**config.mk**
```make
export PLATFORM = sky130hd
export DESIGN_NAME = regfile_dump_reader
export DESIGN_NICKNAME = d
export VERILOG_FILES = /design/src/rtl/regfile_dump_reader.sv
export SDC_FILE = /design/constraint.sdc
export NUM_CORES = 1
export LEC_CHECK = 0
export CELL_PAD_IN_SITES_DETAIL_PLACEMENT = 1
export CELL_PAD_IN_SITES_GLOBAL_PLACEMENT = 1
export CORE_MARGIN = 2
export CORE_UTILIZATION = 45
export DETAILED_ROUTE_END_ITERATION = 10
export PLACE_DENSITY = 0.86
export SYNTH_ARGS = -nofsm -noshare
export SYNTH_HDL_FRONTEND = slang
export SYNTH_SLANG_ARGS = --single-unit
export TNS_END_PERCENT = 10
```
**constraint.sdc**
```tcl
create_clock -name clk -period 4.6 [get_ports clk]
set_clock_uncertainty 0.15 [all_clocks]
set_input_delay 0.69 -clock clk [delete_from_list [all_inputs] [get_ports clk]]
set_output_delay 0.69 -clock clk [all_outputs]
set_load 0.05 [all_outputs]
```
**src/rtl/regfile_dump_reader.sv**
```systemverilog
// Streams a contiguous, wrapping range of register-file words out on a
// valid/ready port, tagging each word with its address and a last flag.
module regfile_dump_reader #(
    parameter int DATA_WIDTH = 32,
    parameter int ADDR_WIDTH = 4
) (
    input  logic                  clk,
    input  logic                  rst,
    input  logic                  start,
    input  logic [ADDR_WIDTH-1:0] first_addr,
    input  logic [ADDR_WIDTH:0]   count,
    output logic                  busy,
    output logic                  done,
    output logic                  RD,
    output logic [ADDR_WIDTH-1:0] sel_o1,
    input  logic [DATA_WIDTH-1:0] rf_data,
    output logic                  m_valid,
    output logic [DATA_WIDTH-1:0] m_data,
    output logic [ADDR_WIDTH-1:0] m_addr,
    output logic                  m_last,
    input  logic                  m_ready
);

    typedef enum logic [1:0] {
        IDLE,
        ISSUE,
        DRAIN,
        FIN
    } state_t;

    state_t                  state_q, state_d;
    logic [ADDR_WIDTH-1:0]   curAddr_q, curAddr_d;
    logic [ADDR_WIDTH:0]     remain_q, remain_d;
    logic [ADDR_WIDTH-1:0]   selHold_q;

    logic                    inflight_q;
    logic [ADDR_WIDTH-1:0]   inflightAddr_q;
    logic                    inflightLast_q;

    logic [DATA_WIDTH-1:0]   fifoData_q [2];
    logic [ADDR_WIDTH-1:0]   fifoAddr_q [2];
    logic                    fifoLast_q [2];
    logic                    wrPtr_q, rdPtr_q;
    logic [1:0]              occ_q;

    logic                    pop;
    logic                    push;
    logic [2:0]              level;
    logic                    rdEn;
    logic                    issueLast;

    assign m_valid   = (occ_q != 2'd0);
    assign m_data    = fifoData_q[rdPtr_q];
    assign m_addr    = fifoAddr_q[rdPtr_q];
    assign m_last    = fifoLast_q[rdPtr_q];
    assign pop       = m_valid & m_ready;
    assign push      = inflight_q;

    // Slots already committed (buffered or in flight) after this cycle's pop;
    // keeping this below 2 means the 2-entry buffer can never overflow.
    assign level     = {1'b0, occ_q} + {2'b00, inflight_q} - {2'b00, pop};
    assign rdEn      = (state_q == ISSUE) && (level < 3'd2);
    assign issueLast = (remain_q == (ADDR_WIDTH+1)'(1));

    assign RD        = rdEn;
    assign sel_o1    = rdEn ? curAddr_q : selHold_q;
    assign busy      = (state_q == ISSUE) || (state_q == DRAIN);
    assign done      = (state_q == FIN);

    always_comb begin
        state_d   = state_q;
        curAddr_d = curAddr_q;
        remain_d  = remain_q;
        case (state_q)
            IDLE: begin
                if (start) begin
                    curAddr_d = first_addr;
                    remain_d  = count;
                    state_d   = (count == '0) ? FIN : ISSUE;
                end
            end
            ISSUE: begin
                if (rdEn) begin
                    curAddr_d = curAddr_q + ADDR_WIDTH'(1);
                    remain_d  = remain_q - (ADDR_WIDTH+1)'(1);
                    if (issueLast) begin
                        state_d = DRAIN;
                    end
                end
            end
            DRAIN: begin
                if (pop && m_last) begin
                    state_d = FIN;
                end
            end
            FIN: begin
                state_d = IDLE;
            end
            default: begin
                state_d = IDLE;
            end
        endcase
    end

    always_ff @(posedge clk) begin
        if (!rst) begin
            state_q        <= IDLE;
            curAddr_q      <= '0;
            remain_q       <= '0;
            selHold_q      <= '0;
            inflight_q     <= 1'b0;
            inflightAddr_q <= '0;
            inflightLast_q <= 1'b0;
        end else begin
            state_q        <= state_d;
            curAddr_q      <= curAddr_d;
            remain_q       <= remain_d;
            selHold_q      <= sel_o1;
            inflight_q     <= rdEn;
            if (rdEn) begin
                inflightAddr_q <= sel_o1;
                inflightLast_q <= issueLast;
            end
        end
    end

    // The file's registered op1 lands one edge after the read, so the
    // in-flight tag registered alongside it is paired with rf_data here.
    always_ff @(posedge clk) begin
        if (!rst) begin
            for (int i = 0; i < 2; i++) begin
                fifoData_q[i] <= '0;
                fifoAddr_q[i] <= '0;
                fifoLast_q[i] <= 1'b0;
            end
            wrPtr_q <= 1'b0;
            rdPtr_q <= 1'b0;
            occ_q   <= 2'd0;
        end else begin
            if (push) begin
                fifoData_q[wrPtr_q] <= rf_data;
                fifoAddr_q[wrPtr_q] <= inflightAddr_q;
                fifoLast_q[wrPtr_q] <= inflightLast_q;
                wrPtr_q             <= ~wrPtr_q;
            end
            if (pop) begin
                rdPtr_q <= ~rdPtr_q;
            end
            occ_q <= occ_q + {1'b0, push} - {1'b0, pop};
        end
    end

endmodule

```
==> results of run 1 <==
## final cells by class
cell class | count | area [um2] | share of cell area [%]
clock buffer | 11 | 131 | 2.28
clock inverter | 5 | 62.6 | 1.08
inverter | 14 | 52.6 | 0.910
multi-input combinational | 223 | 1720 | 29.8
sequential | 100 | 2720 | 47.2
tap | 133 | 166 | 2.88
timing repair buffer | 92 | 913 | 15.8
## flip-flops by register name (all words and copies together) (netlist names), named ones only
register	count
remain_q	5
selHold_q	4
occ_q	2
fifoData_q	64
curAddr_q	4
inflightAddr_q	4
state_q	2
inflightLast_q	1
rdPtr_q	1
fifoAddr_q	8
wrPtr_q	1
fifoLast_q	2
inflight_q	1
## cell usage in the layout (no fill, tap or decap), drive strengths merged, types with 8 or more instances in the layout
master / Yosys / layout
clkbuf: 10 / 11
buf: 9 / 8
edfxtp: 72 / 72
mux2: 41 / 41
dfxtp: 28 / 28
mux2i: 9 / 9
and2: 80 / 80
inv: 14 / 15
ha: 10 / 10
clkdlybuf4s50: 0 / 84
nor2b: 10 / 10
o21ai: 8 / 8
nand2: 16 / 16
## per-layer routing
metal | part of all wire [%] | up-vias
met3 | 3.2 | 8
met2 | 52 | 60
li1 | - | 1405
met5 | 0 | -
met4 | 1.1 | 0
met1 | 44 | 1488
## final timing paths
| kind | endpoint | slack, ns |
|---|---|---|
| setup / recovery | sel_o1[2] | 0.27 |
| hold / removal | remain_q[1] | 0.33 |
| hold reg to reg | remain_q[1] | 0.33 |
| setup reg to reg | remain_q[1] | 1.40 |
## where the power goes
part           leakage, nW  internal, mW  switching, mW
Combinational         1.12         0.623          0.946
Clock               0.0901         0.255          0.312
Sequential           0.976          1.14          0.142
## worst max-delay path: stages
cell,delay (ns)
sky130_fd_sc_hd__clkdlybuf4s50_1,0.39
sky130_fd_sc_hd__o21ai_0,0.16
sky130_fd_sc_hd__inv_1,0.09
sky130_fd_sc_hd__ha_1,0.28
sky130_fd_sc_hd__inv_1,0.06
sky130_fd_sc_hd__ha_1,0.13
sky130_fd_sc_hd__inv_1,0.05
sky130_fd_sc_hd__fa_1,0.37
sky130_fd_sc_hd__xnor2_1,0.30
sky130_fd_sc_hd__and3_4,0.40
sky130_fd_sc_hd__mux2_2,0.38
sky130_fd_sc_hd__buf_4,0.19
## cells by family (layout without fill, tap and decap cells)
kind of cell | after synthesis | after routing | share of synthesized area [%]
mux | 50 | 50 | 12.3
flops | 100 | 100 | 59.3
xor+xnor | 2 | 2 | 0.382
compound gates | 31 | 31 | 4.74
fa+ha+maj | 11 | 11 | 3.16
simple gates | 129 | 129 | 16.8
buf+inv | 33 | 122 | 3.33
## through the flow
step / std cells / util (%)
2_1_floorplan: 356 / -
3_3_place_gp: 562 / 56.8
3_5_place_dp: 562 / 56.8
4_1_cts: 578 / 58.8
5_1_grt: 578 / 58.8
6_report: 578 / 58.8
==> flow_results.org, run 1 <==
** GRT
- Met2 layer usage reported by global route :: a little over a third
- The first global-routing pass estimated between 15,000 and 20,000 um of wire.
- Met3 layer usage reported by global route :: ~3.1%
- The layer flagged by global routing as most heavily used is met2.
- Pin count of the biggest net entering global routing :: 39
- Grt ovf :: 0
- Number of antenna violations at the first check in global routing :: 0
- Via count of the first global-routing pass :: ~3,200
- Across every metal layer, demand over resource in global routing totals a little under 20%.
- Met1 routing resource usage after global routing :: a little under a quarter

** Cells and area
- Layout overhead on the synthesized area :: 25.8%
- Antenna Cells :: 0
- Summed area of non-filler cells in the final layout :: roughly 5800 um2
- At the end of the flow, the number of nets in the layout was between 400 and 500.
- The post-route netlist has between 10% and 20% of its cells at a drive strength greater than 1.
- After filler insertion, the fill cell instance count of the layout stands at about 1,000.

** Drt
- Wire length per cell after detailed routing :: approximately 18 um
- In this run the remaining antenna-violating nets after routing total 0.
- For this run, the detailed router's first-pass iteration total came to 4.
- Vias per cell :: 5.12
- The routed layout has a little under 3,000 vias.
- For this block, the initial DRC count from the detailed router was just over 80.
- In the routed design, unresolved DRC markers number 0.
- After detailed routing, the total wire length is about 10,000 um.

** Logic synthesis
- Mapped Avg Cell Area :: around 13 um2
- Synthesis handed over a netlist of roughly 360 instances.
- The share of the Yosys chip area taken by registers is between 50% and 60%.
- Synthesis inferred 100 register bits.
- Netlist area before placement :: 4590 um2
- Most common cell in the synthesized netlist :: sky130_fd_sc_hd__and2_1
- Yosys printed 0 warnings.
- Post-Synthesis Net Count :: roughly 410
- The synthesized design spends more area on one cell type than any other, namely sky130_fd_sc_hd__edfxtp_1.
- In the synthesized netlist the dominant register cell turns out to be sky130_fd_sc_hd__edfxtp_1.
- By count the netlist is led by sky130_fd_sc_hd__and2_1, sky130_fd_sc_hd__edfxtp_1, sky130_fd_sc_hd__mux2_2.
- Cells taking the most area after synthesis :: sky130_fd_sc_hd__edfxtp_1, sky130_fd_sc_hd__dfxtp_1, sky130_fd_sc_hd__and2_1
- The synthesized design contains around 70 enable-type register cells.
- FFs w/ async S/R, synth :: 0%
- Post-synth cell types :: 45
- Top cell type's share of synthesized area :: a little under half

** Hold path
- Worst hold path depth :: 2
- The worst hold path begins at remain_q[1].
- Worst hold path class :: reg2reg

** Placed design
- In this run the cell area measured after placement is ~5600 um2.
- At the end of routability-driven placement, the weighted congestion stood at between 0.7 and 0.8.
- Summed over all nets, the half-perimeter wirelength after detailed placement is 6970 um.
- Worst-case setup slack after placement :: 0.250 ns
- Port Buffer Count :: between 80 and 90

** Power and ir drop
- IR analysis of the VDD net gives a maximum drop of roughly 0.34 mV.
- Pwr per Cell Area :: just under 600 nW/um2
- Summed over all cells, the static leakage comes to about 2.2 nW.
- Total Power Consumption :: approximately 3.4 mW

** CTS
- Buffers inserted to repair hold after CTS numbered 0.
- Root Driver :: sky130_fd_sc_hd__clkbuf_8
- TritonCTS built the clock tree.
- The tree built by TritonCTS fans out to 100 sinks.
- After clock tree synthesis, the setup repair step added 0 buffers.
- Once the clock tree was built, the resizer swapped 0 gates to a different size.
- No sink is reached through more buffers than the 2 on the longest clock path.
- In this run, CTS created clock tree buffers numbering 9.
- Depth of the CTS H-tree :: 3
- Skew-Pair Late Insertion Delay :: roughly 0.36 ns
- Clock-pin slew of the registers on the worst-case setup and hold paths :: ~0.10 ns

** Floorplanning
- The die covers 11,000 um2.
- Die outline width :: 105 um
- The floorplan step defined a core boundary enclosing around 9800 um2.
- I/O pin cnt :: 90
- The initial utilization of the core area, before any placement, comes to 46.7%.
- Vert. Die Dim :: about 100 um
- Std cell rows :: 36

** STA
- RSZ-0062 raised after global routing :: no
- The final max-slew violation count is 0.
- In the post-route analysis, the smallest setup slack over all paths is roughly 0.27 ns.
- Final critical path time including I/O delays and setup :: about 4.3 ns
- Setup total negative slack on the finished layout was measured at 0 ns.
- Of the available clock period, the critical path in the final layout requires a little over nine tenths.
- Max Clock Freq :: around 230 MHz
- The worst pin sits at a relative slew slack of between 30% and 40%.
- Setup violations remaining at the end of the flow were counted as 0.
- The tightest hold path in the finished design has a slack of around 0.33 ns.
- For the pin with the worst max-slew slack, the measured transition is between 0.9 and 1 ns.
- The number of failing hold endpoints at the final stage is 0.

** Setup path
- STA puts the critical path data arrival time at between 3 and 4 ns.
- Startpoint type of the worst setup path :: primary input
- Tracing the worst setup path back leads to its startpoint at m_ready.
- Setup crit end kind :: output pin
- Startpoint of the worst-slack reg-to-reg timing path :: occ_q[1]
- Count of cells along the worst register-to-register path :: 11
- Along the worst path, the maximum fanout reaches 11.
- Endpoint required time on the critical path :: between 3 and 4 ns
- Critical Setup Path Class :: in2out

** Outcome
- Status :: completed

** Job
- Max-cap violations in this run came to 0.
(Power assumes the default switching activity.)
==> run 2, diff against run 1 <==
--- a/config.mk
+++ b/config.mk
@@ -8,9 +8,10 @@
 export CELL_PAD_IN_SITES_DETAIL_PLACEMENT = 1
 export CELL_PAD_IN_SITES_GLOBAL_PLACEMENT = 1
 export CORE_MARGIN = 2
-export CORE_UTILIZATION = 45
+export CORE_UTILIZATION = 30
+export CTS_BUF_LIST = sky130_fd_sc_hd__clkbuf_16
 export DETAILED_ROUTE_END_ITERATION = 10
-export PLACE_DENSITY = 0.86
+export PLACE_DENSITY = 0.62
 export SYNTH_ARGS = -nofsm -noshare
 export SYNTH_HDL_FRONTEND = slang
 export SYNTH_SLANG_ARGS = --single-unit
==> run 2 against run 1 <==
  * Worst hold slack lost 0.0048 ns
  * Final cell count is 9.5% higher
  * Routed wire length shrank 3.8%
  * Via count is 0.68% higher
  * Largest power group unchanged
  * Sequential power hardly changed
  * Fmax grew 0.52%
  * Register-to-register slack about the same
==> flow_results.org, run 2 (synthesized netlist as in run 1, its figures left out) <==
** Drt
- Overall routed net length :: 10,100 um
- For this run, design rule violations remaining after detail routing come to 0.
- DRT iter0 DRCs :: ~160
- Pre-antenna DRT Iters :: 4
- Vias per cell :: 4.71
- The routed layout has ~3,000 vias.
- In the final routed layout, each cell accounts on average for 15.9 um.
- In this run the remaining antenna-violating nets after routing total 0.

** Power and ir drop
- In this run the power density over the cells is ~600 nW/um2.
- P_leak :: ~2.2 nW
- VDD sags by at most about 0.28 mV.

** Cells and area
- Summed area of non-filler cells in the final layout :: roughly 5900 um2
- Of the cells placed in the final design, the portion with a size suffix greater than 1 is 16.9%.
- Leaving out fill and tap cells, the most frequent cell in the layout is sky130_fd_sc_hd__clkdlybuf4s50_1.
- Largest register FFs :: 64
- In the final design database the tool counted approximately 500 nets.
- The number of antenna diodes in the final layout is 0.
- Most used cells in the layout excluding fill and tap cells :: sky130_fd_sc_hd__clkdlybuf4s50_1, sky130_fd_sc_hd__and2_1, sky130_fd_sc_hd__edfxtp_1, sky130_fd_sc_hd__mux2_2, sky130_fd_sc_hd__dfxtp_1
- From synthesis to final layout, the design area changed by 29.2%.
- Counting flops per register, the top entry is fifoData_q.
- The largest registers in the layout are fifoData_q (64), fifoAddr_q (8), remain_q (5).

** Outcome
- Status :: completed

** Setup path
- Cell type of the slowest stage on the worst timing path :: sky130_fd_sc_hd__clkdlybuf4s50_1
- The worst setup path is of the in2out kind.
- STA puts the critical path data required time at around 3.8 ns.
- Setup crit end kind :: output pin
- Maximum cell stage delay along the critical path :: around 0.45 ns
- In this run the worst path has a maximum fanout of 11.
- The worst setup path is launched from a primary input.
- Arr. time, crit path :: 3.47 ns
- Counting stages on the worst path, the most repeated cell is sky130_fd_sc_hd__inv_1.
- The startpoint identified for the worst register-to-register timing path is occ_q[1].
- Launching instance or port of the critical path :: m_ready
- The signal on the critical path passes through clkdlybuf4s50_1, o21ai_0, inv_1, ha_1, inv_1, ha_1, inv_1, fa_1, xnor2_1, and3_4, mux2_2, buf_4.

** STA
- Counting I/O delays and the setup requirement, the final critical path takes about 4.3 ns.
- The worst path uses a little over nine tenths of the clock period.
- Based on the critical path, the design can be clocked at up to about 230 MHz.
- After routing, the total negative slack on setup checks comes to 0 ns.
- Max-slew violations :: 0
- The number of failing hold endpoints at the final stage was 0.
- Setup violations remaining at the end of the flow were counted as 0.
- Transition at the pin with the smallest max-transition slack :: ~1 ns
- Max-slew headroom at the worst pin :: between 30% and 40%
- RSZ-0062 raised after global routing :: no

** GRT
- Total routing usage reported by global routing :: 13.0%
- Pin count of the biggest net entering global routing :: 39
- The initial antenna violation count was 0.
- The first global-routing pass estimated around 16,000 um of wire.
- Via count of the first global-routing pass :: 3,125
- For this run the aggregate overflow at the end of global routing stands at 0.

** CTS
- CTS tree :: done
- In this run the deepest clock path goes through 2 buffers.
- The clock reaches the later pin of the worst-skew pair after about 0.35 ns.
- Post-cts sizing count :: 0
- The number of clock buffers added by TritonCTS is 9.
- Buffers inserted to repair hold after CTS numbered 0.
- Depth of the CTS H-tree :: 3
- In this run the post-CTS setup repair buffer count came out at 0.
- After clock tree synthesis, the clock-pin slew on the worst setup and hold paths is roughly 0.06 ns.
- Root Driver :: sky130_fd_sc_hd__clkbuf_16
- Total clock sinks :: 100

** Placed design
- Summed over all nets, the half-perimeter wirelength after detailed placement is 6380 um.
- Port Buffer Count :: between 80 and 90
- In this run the cell area measured after placement is around 5600 um2.
- Last weighted congestion value of the routability-driven placer :: approximately 0.65

** Floorplanning
- The die covers ~16,000 um2.
- The core region is approximately 15,000 um2.
- Initial Utilization :: a little under a third
- Vert. Die Dim :: ~130 um
- Die outline width :: ~130 um
- I/O pin cnt :: 90
- Std cell rows :: 45

** Hold path
- Worst hold path class :: reg2reg
- The startpoint identified for the worst hold timing path is remain_q[1].

** Job
- Maxcap violations :: 0
==> run 2: changes by cell type in the layout (fill, tap and decap cells not counted), sizes merged <==
cell      delta
inv          +3
clkbuf       -1
clkinvlp     -1
bufinv       -1
==> run 2: worst max-delay path, delay by kind of cell <==
kind                       cells  cell delay, ns
xor gates and xnor gates       1            0.27
muxes                          1            0.38
adders and majority gates      3            0.72
and+or+nand+nor                1            0.39
AOI/OAI and AO/OA              1            0.16
buffers and inverters          5            0.85
==> run 2: power breakdown <==
group / switching (mW) / leakage (nW) / total [mW] / internal [mW]
combinational: 0.933 / 1.12 / 1.55 / 0.621
sequential: 0.136 / 0.976 / 1.27 / 1.14
clock: 0.330 / 0.148 / 0.725 / 0.395
==> run 2: final timing paths <==
kind / slack (ns) / end / depth (start not counted)
max: 0.29 / sel_o1[2] / 12
min: 0.33 / remain_q[1] / 2
max reg2reg: 1.41 / remain_q[1] / 11
min reg2reg: 0.33 / remain_q[1] / 2
==> run 2: final cells by class <==
class,count,area [um2]
inverter,14,52.6
multi-input combinational,223,1720
timing repair buffer,92,913
clock buffer,10,250
sequential,100,2720
clock inverter,6,32.5
fill,1608,9160
tap,188,235
==> run 2: metal layers <==
layer	up-vias	global-route usage [%]	wire length, um
li1	1409	-	-
met1	1493	16.7	4670
met2	66	21.3	4840
met3	13	2.46	362
met4	0	6.01	204
met5	-	0	0
==> run 2: through the flow <==
| step | power (mW) | cells | worst slack [ns] | hold WS, ns | util (%) |
|---|---|---|---|---|---|
| after detailed placement | 2.87 | 617 | 0.271 | 0.324 | 37.4 |
| after global routing | 3.75 | 633 | 0.106 | 0.368 | 39.3 |
| final | 3.55 | 633 | 0.293 | 0.327 | 39.3 |
| after CTS | 3.61 | 633 | 0.265 | 0.333 | 39.3 |
| after global placement | 2.85 | 617 | 0.340 | 0.307 | 37.4 |
| after floorplan | 2.41 | 356 | 0.945 | 0.290 | - |
